`config.mk`:
```
export PLATFORM = sky130hd
export DESIGN_NAME = sha3_state_serialize_to_48
export DESIGN_NICKNAME = d
export VERILOG_FILES = /design/src/rtl/sha3_state_serialize_to_48.sv
export SDC_FILE = /design/constraint.sdc
export NUM_CORES = 2
export LEC_CHECK = 0
export CAP_MARGIN = 20
export CORE_AREA = 2 2 649 651
export DETAILED_ROUTE_END_ITERATION = 6
export DIE_AREA = 0 0 651 653
export SETUP_SLACK_MARGIN = 0.15
export SLEW_MARGIN = 40
export SYNTH_ARGS = -nofsm -noshare
export SYNTH_HDL_FRONTEND = slang
export SYNTH_SLANG_ARGS = --single-unit
```
`constraint.sdc`:
```
create_clock -name clk -period 107.1 [get_ports clk]
set_input_delay 16.065 -clock clk [delete_from_list [all_inputs] [get_ports clk]]
set_output_delay 16.065 -clock clk [all_outputs]
set_load 0.02 [all_outputs]
```
`src/rtl/sha3_state_serialize_to_48.sv`:
```
// Serializes one SHA3 state (25 x 64-bit lanes + 16-bit spare) into 34 words of 48 bits
// over valid/ready, capturing the state at handshake and supporting back-to-back states.
module sha3_state_serialize_to_48 (
    input  logic         clk,
    input  logic         rst_n,
    input  logic [319:0] isa,     // lane j of each row sits at [64*j +: 64]
    input  logic [319:0] isb,
    input  logic [319:0] isc,
    input  logic [319:0] isd,
    input  logic [319:0] ise,
    input  logic [15:0]  ispare,
    input  logic         ivalid,
    output logic         iready,
    output logic [47:0]  odata,
    output logic [5:0]   oindex,
    output logic         olast,
    output logic         ovalid,
    input  logic         oready
);

    localparam int unsigned SR_W     = 1632;
    localparam logic [5:0]  LAST_IDX = 6'd33;
    localparam logic [15:0] PAD      = 16'h0000;

    typedef enum logic {
        IDLE,
        SEND
    } state_e;

    state_e            state_q, state_d;
    logic [5:0]        cnt_q, cnt_d;
    logic [SR_W-1:0]   sr_q, sr_d;
    logic [SR_W-1:0]   cap;
    logic              load;
    logic              shift;

    // Image of all 34 words MSB-first: {L, PAD, ispare}, so word k = cap[SR_W-1-48k -: 48].
    always_comb begin
        cap = '0;
        for (int j = 0; j < 5; j++) begin
            cap[SR_W-1-64*j      -: 64] = isa[64*j +: 64];
            cap[SR_W-1-64*(5+j)  -: 64] = isb[64*j +: 64];
            cap[SR_W-1-64*(10+j) -: 64] = isc[64*j +: 64];
            cap[SR_W-1-64*(15+j) -: 64] = isd[64*j +: 64];
            cap[SR_W-1-64*(20+j) -: 64] = ise[64*j +: 64];
        end
        cap[31:16] = PAD;
        cap[15:0]  = ispare;
    end

    assign ovalid = (state_q == SEND);
    assign olast  = ovalid & (cnt_q == LAST_IDX);
    assign oindex = cnt_q;
    assign odata  = ovalid ? sr_q[SR_W-1 -: 48] : 48'h0;
    assign iready = rst_n & ((state_q == IDLE) | (olast & oready));

    // NOTE: every signal driven here gets a default first, so no path can infer a latch.
    always_comb begin
        state_d = state_q;
        cnt_d   = cnt_q;
        load    = 1'b0;
        shift   = 1'b0;
        unique case (state_q)
            IDLE: begin
                if (ivalid && iready) begin
                    load    = 1'b1;
                    cnt_d   = 6'd0;
                    state_d = SEND;
                end
            end
            SEND: begin
                if (oready) begin
                    if (cnt_q == LAST_IDX) begin
                        cnt_d = 6'd0;
                        if (ivalid) begin
                            load = 1'b1;
                        end else begin
                            state_d = IDLE;
                        end
                    end else begin
                        cnt_d = cnt_q + 6'd1;
                        shift = 1'b1;
                    end
                end
            end
            default: begin
                state_d = IDLE;
                cnt_d   = 6'd0;
            end
        endcase
    end

    always_comb begin
        sr_d = sr_q;
        if (load) begin
            sr_d = cap;
        end else if (shift) begin
            sr_d = {sr_q[SR_W-49:0], 48'h0};
        end
    end

    // NOTE: state registers use non-blocking assignments so all flops update together at the edge.
    always_ff @(posedge clk or negedge rst_n) begin
        if (!rst_n) begin
            state_q <= IDLE;
            cnt_q   <= 6'd0;
        end else begin
            state_q <= state_d;
            cnt_q   <= cnt_d;
        end
    end

    // NOTE: the wide data register is deliberately not reset; odata is gated by ovalid instead.
    always_ff @(posedge clk) begin
        sr_q <= sr_d;
    end

    a_cnt_bound: assert property (@(posedge clk) disable iff (!rst_n) cnt_q <= LAST_IDX);

    a_hold: assert property (@(posedge clk) disable iff (!rst_n)
        (ovalid && !oready) |=> (ovalid && $stable(odata) && $stable(oindex)));

endmodule

```
Word-level counts from Yosys, hierarchy flattened
Index checks and enable logic that the tools add are counted.
{ "op_classes": {"addsub": 1, "n_eq_ne": 3, "n_mux": 18, "bitwise_logic": 5, "reduce_logical": 3} }
{ "ops": {"columns": ["operator", "count"], "rows": [
  ["2-to-1 mux 1632 bit", 2],
  ["2-to-1 mux 48 bit", 1],
  ["2-to-1 mux 6 bit", 3],
  ["one-hot mux 6 bit (2 select lines)", 1],
  ["2-to-1 mux 1 bit", 9],
  ["adder 6 x 1 -> 6 bit (second input constant)", 1],
  ["== test 6 bit (second input constant)", 1],
  ["one-hot mux 1 bit (2 select lines)", 2],
  ["AND 1 bit", 3],
  ["inequality test 2 x 1 -> 1 bit (second input constant)", 1],
  ["inequality test 2 bit (second input constant)", 1],
  ["AND reduction 2 bit", 1],
  ["nonzero test 2 bit", 1],
  ["logical AND 1 bit", 1],
  ["NOT 1 bit", 1],
  ["OR 1 bit", 1]
]} }
{ "word_totals": {"reg_bits": 1623, "input_bits": 1620, "output_inout_bits": 57, "wordCells": 33} }

Longest topological paths before layout
{ "depth": {"ltp_word": 9, "depth_mapped": 9, "depth_no_buf": 5} }

Worst setup path before layout
OpenSTA, ideal clock, no wires.
{ "synth_path": {"path_kind": "input port to flip-flop", "startpoint": "input oready", "endpoint": "register sr_q[0], enable pin", "setup_ns": 5.849, "t_arrival_ns": 128.554, "required_ns": 101.251, "setup_slack_ns": -27.302, "stages": 2, "path_buffers": 0, "path_cell_list": "nand2_1 o21ai_0"} }
{ "synth_between": {"elab_chain_cells": 7, "elab_cells_between_ends": 10, "classes_between": "mux: 5; bitwise: 3; reduce/logical: 2"} }
{ "synth_rtl": {"columns": ["element", "line", "source"], "rows": [
  ["start: declaration", "18", "input logic oready"],
  ["AND 1 bit", "55", "assign iready = rst_n & ((state_q == IDLE) | (olast & oready));"],
  ["OR 1 bit", "55", null],
  ["AND 1 bit", "55", null],
  ["logical AND 1 bit", "65", "if (ivalid && iready) begin"],
  ["2-to-1 mux 1 bit", "65", null],
  ["one-hot mux 1 bit (2 select lines)", "63", "unique case (state_q)"],
  ["nonzero test 2 bit (no source line) *", null, null],
  ["end signal: assignment", "115", "sr_q <= sr_d;"],
  ["end: declaration", "32", "logic [SR_W-1:0] sr_q, sr_d;"]
]} }
Every way passes the cells marked *; elsewhere a longest branch is shown, timed or not.
A chain may end at the register's enable or synchronous reset.

Final worst setup path
{ "layout_path": {"startpoint": "input oready", "endpoint": "output iready"} }
{ "layout_between": {"elab_chain_cells": 3} }
{ "layout_rtl": {"columns": ["element", "line", "source"], "rows": [
  ["AND 1 bit", "55", null],
  ["OR 1 bit", "55", null],
  ["AND 1 bit", "55", null],
  ["end: declaration", "13", "output logic iready,"]
]} }
No other way between the ends.

==> results.yml <==
outcome:
  status: "finished, final reports clean"
critical_path:
  start_kind: "primary input"
  required_ns: 91.04
  path_common_cell: "clkdlybuf4s50_1"
  cp_cell_sequence: "clkdlybuf4s50_1 -> inv_1 -> o31ai_1 -> and2_1 -> clkdlybuf4s50_1"
  cp-end-kind: "output port"
  cpPeakStageDelay_ns: 0.69
  worstPathMaxFanout: 5
  slowest_stage: "clkdlybuf4s50_1"
  crit_arrival_ns: 18.11
  critical_path_class: "primary input to output port"
die:
  initial_core_util_pct: 17.80
  die_h_microns: 653
  die_x_microns: 651
  num_rows: 238
  coreArea_sq_mm: 0.4184
  die_area_sq_mm: 0.4251
  io_pins: 1677
finish:
  area_delta_synth_final_pct: 37.68
  final-seq-area_sq_mm: 0.04870
  final_nets: 6882
  drive_gt1_share_pct: 34.94
  finish.utilization_pct: 24.51
  final_cells: 11060
  multi_input_area_sq_mm: 0.02304
  fillers: 42890
clock_network:
  cts_buffers: 200
  cts_buffer_depth: 4
  clock-sinks: 1623
  cts_tree: "built"
  htree_levels: 4
  cts_root_buf: "clkbuf_16"
  cts.clk_slew.worst_paths_ns: 0.05
  cts_setup_buffers: 0
  cts_hold_buf: 0
  clk_latency_ns: 0.92
  cts-resized-gates: 0
yosys:
  synthXorXnorAreaFrac_pct: 0
  synth_area_sq_mm: 0.07448
  synth-compound-area-share_pct: 0.1109
  synth_adder_area_share_pct: 0.03360
  postSynthCellCount: 3515
  muxShareOfSynthArea_pct: 29.80
  synth_nets: 5137
  synth_cell_types: 27
  yosys.area_share.simple_pct: 0.9693
  syn_avg_cell_area_sq_um: 21.19
  synth_top_family_by_area: "multiplexers"
  ys_warn_count: 0
  synth_seq_cells: 1623
  synth_seq_area_share_pct: 65.39
global_routing:
  met1_usage_pct: 11.31
  top_usage_layer: "met2"
  antenna_found_initial: 198
  grt.total_usage_pct: 13.29
  overflow: 0
  grt_pass1_vias: 41000
  grt_max_degree: 126
  met3_usage_pct: 4.596
  grt_first_pass_wirelength_microns: 379300
  grt_util_met2_pct: 26.88
timing:
  fin_crit_ns: 34.18
  finalCritPeriodShare_pct: 31.91
  tightest_slew_ns: 0.8685
  slew_viol_final: 0
  max_slew_margin_pct: 42.10
  hold_viol_final: 0
  fmax_mhz: 29.26
  fin_ws_ns: 72.92
  setup_tns_ns: 0
  setup_viol: 0
  finalClockSkew_ns: 0.07594
  rsz0062_at_grt: "no"
route:
  ant_nets: 0
  avgViaCountPerCell: 3.493
  wirelength_microns: 296600
  vias: 38640
  drt_first_pass_iters: 5
  drc_errors: 0
  drt_iter0_markers: 2473
  wire_per_inst_microns: 26.81
place:
  gp_congestion: 0.9325
  placed_cells: 10580
  place_ws_ns: 72.96
  hpwl_microns: 238800
  port_buffers: 1676
power:
  p_per_area_mw_per_mm2: 16.20
  p_leak_nw: 39.34
  peakVddDrop_mv: 0.01290
min_path:
  hold_class: "flip-flop to flip-flop"
job:
  cap_violations: 0
-- per-stage QoR --
step                      power (mW)  hold WS, ns  area [sq um]
after floorplan                1.046       0.5231         74480
after global placement         1.025       0.5285         95900
after detailed placement       1.030       0.5314         96000
after CTS                      1.694       0.5263        102100
after global routing           1.724       0.5411        102400
final                          1.661       0.5233        102500
-- path summary, 6_finish.rpt --
check / startpoint / end / slack, ns / cells past startpoint
max in group asynchronous: rst_n / oindex[1]$_DFFE_PN0P_ / 91.26 / 1
worst min register to register: sr_q[1110]$_DFFE_PP_ / sr_q[1158]$_DFFE_PP_ / 0.52 / 1
worst min-delay path: sr_q[1110]$_DFFE_PP_ / sr_q[1158]$_DFFE_PP_ / 0.52 / 1
worst max register to register: oindex[0]$_DFFE_PN0P_ / sr_q[327]$_DFFE_PP_ / 100.00 / 12
worst max-delay path: oready / iready / 72.92 / 5
min in group asynchronous: rst_n / oindex[0]$_DFFE_PN0P_ / 15.54 / 1
-- cell families after synthesis --
kind of cell | after synthesis
muxes | 1571
AOI/OAI and AO/OA | 13
adders and majority gates | 2
DFF | 1623
buffers and inverters | 191
and+or+nand+nor | 115
-- registers in the layout, summed over array words and instances (netlist names) --
name    flops
oindex      6
sr_q     1616
ovalid      1
-- synthesized netlist by cell type --
master,count,area (sq um)
edfxtp_1,1616,48530
mux2_4,1200,18020
mux2_2,370,4167
buf_12,111,2222
and2_1,51,319.1
nor2b_1,48,300.3
buf_2,42,210.2
buf_6,24,270.3
clkbuf_1,10,37.54
dfrtp_1,7,175.2
nand3_1,6,30.03
inv_1,4,15.01
o21ai_0,4,20.02
nand2_1,3,11.26
nor3_1,3,15.01
a21o_1,2,15.01
a21oi_1,2,10.01
ha_1,2,25.02
o31ai_1,2,15.01
mux2i_1,1,10.01
nand3b_1,1,7.510
nand4bb_4,1,27.53
nor2_1,1,3.750
o211ai_1,1,7.510
o22ai_1,1,6.260
o31a_1,1,8.760
or4_1,1,7.510
-- cell type report --
cell class                      count  share of cell area (%)
Antenna cell                      129                  0.3148
Clock buffer                      252                   5.092
Clock inverter                    102                  0.8773
Inverter                            4                 0.01464
Multi-Input combinational cell   1701                   22.46
Sequential cell                  1623                   47.49
Tap cell                         5520                   6.735
Timing Repair Buffer             1730                   17.01
-- worst max-delay path, delay by kind of cell --
family / cells / cell delay, ns
AND/OR/NAND/NOR: 1 / 0.44
buffers and inverters: 3 / 1.35
AO/OA/AOI/OAI: 1 / 0.27
-- routing by layer --
layer,wire [microns],vias to the layer above
met5,719,-
met4,16420,114
met3,22690,597
met2,168500,1527
met1,88260,18920
li1,-,17480
-- layout by cell type (no fill, tap or decap), drive strengths merged --
master	netlist	final
o22ai	1	1
mux2i	1	1
bufinv	0	8
mux2	1570	1570
dfrtp	7	7
diode	0	129
nand2	3	3
ha	2	2
or4	1	1
nand3	6	6
clkinv	0	73
edfxtp	1616	1616
clkinvlp	0	10
a21o	2	2
a21oi	2	2
nor2b	48	48
o21ai	4	4
inv	4	15
o31a	1	1
and2	51	51
nand3b	1	1
nor2	1	1
nand4bb	1	1
o31ai	2	2
clkdlybuf4s50	0	1676
buf	177	54
clkbuf	10	252
nor3	3	3
o211ai	1	1
-- where the power goes --
part | leakage (nW) | switching [mW] | internal (mW)
combinational | 20.4 | 0.0710 | 0.131
clock | 2.95 | 0.285 | 0.366
sequential | 15.9 | 0.0311 | 0.778
No activity file was read; power rests on OpenSTA's default activity.
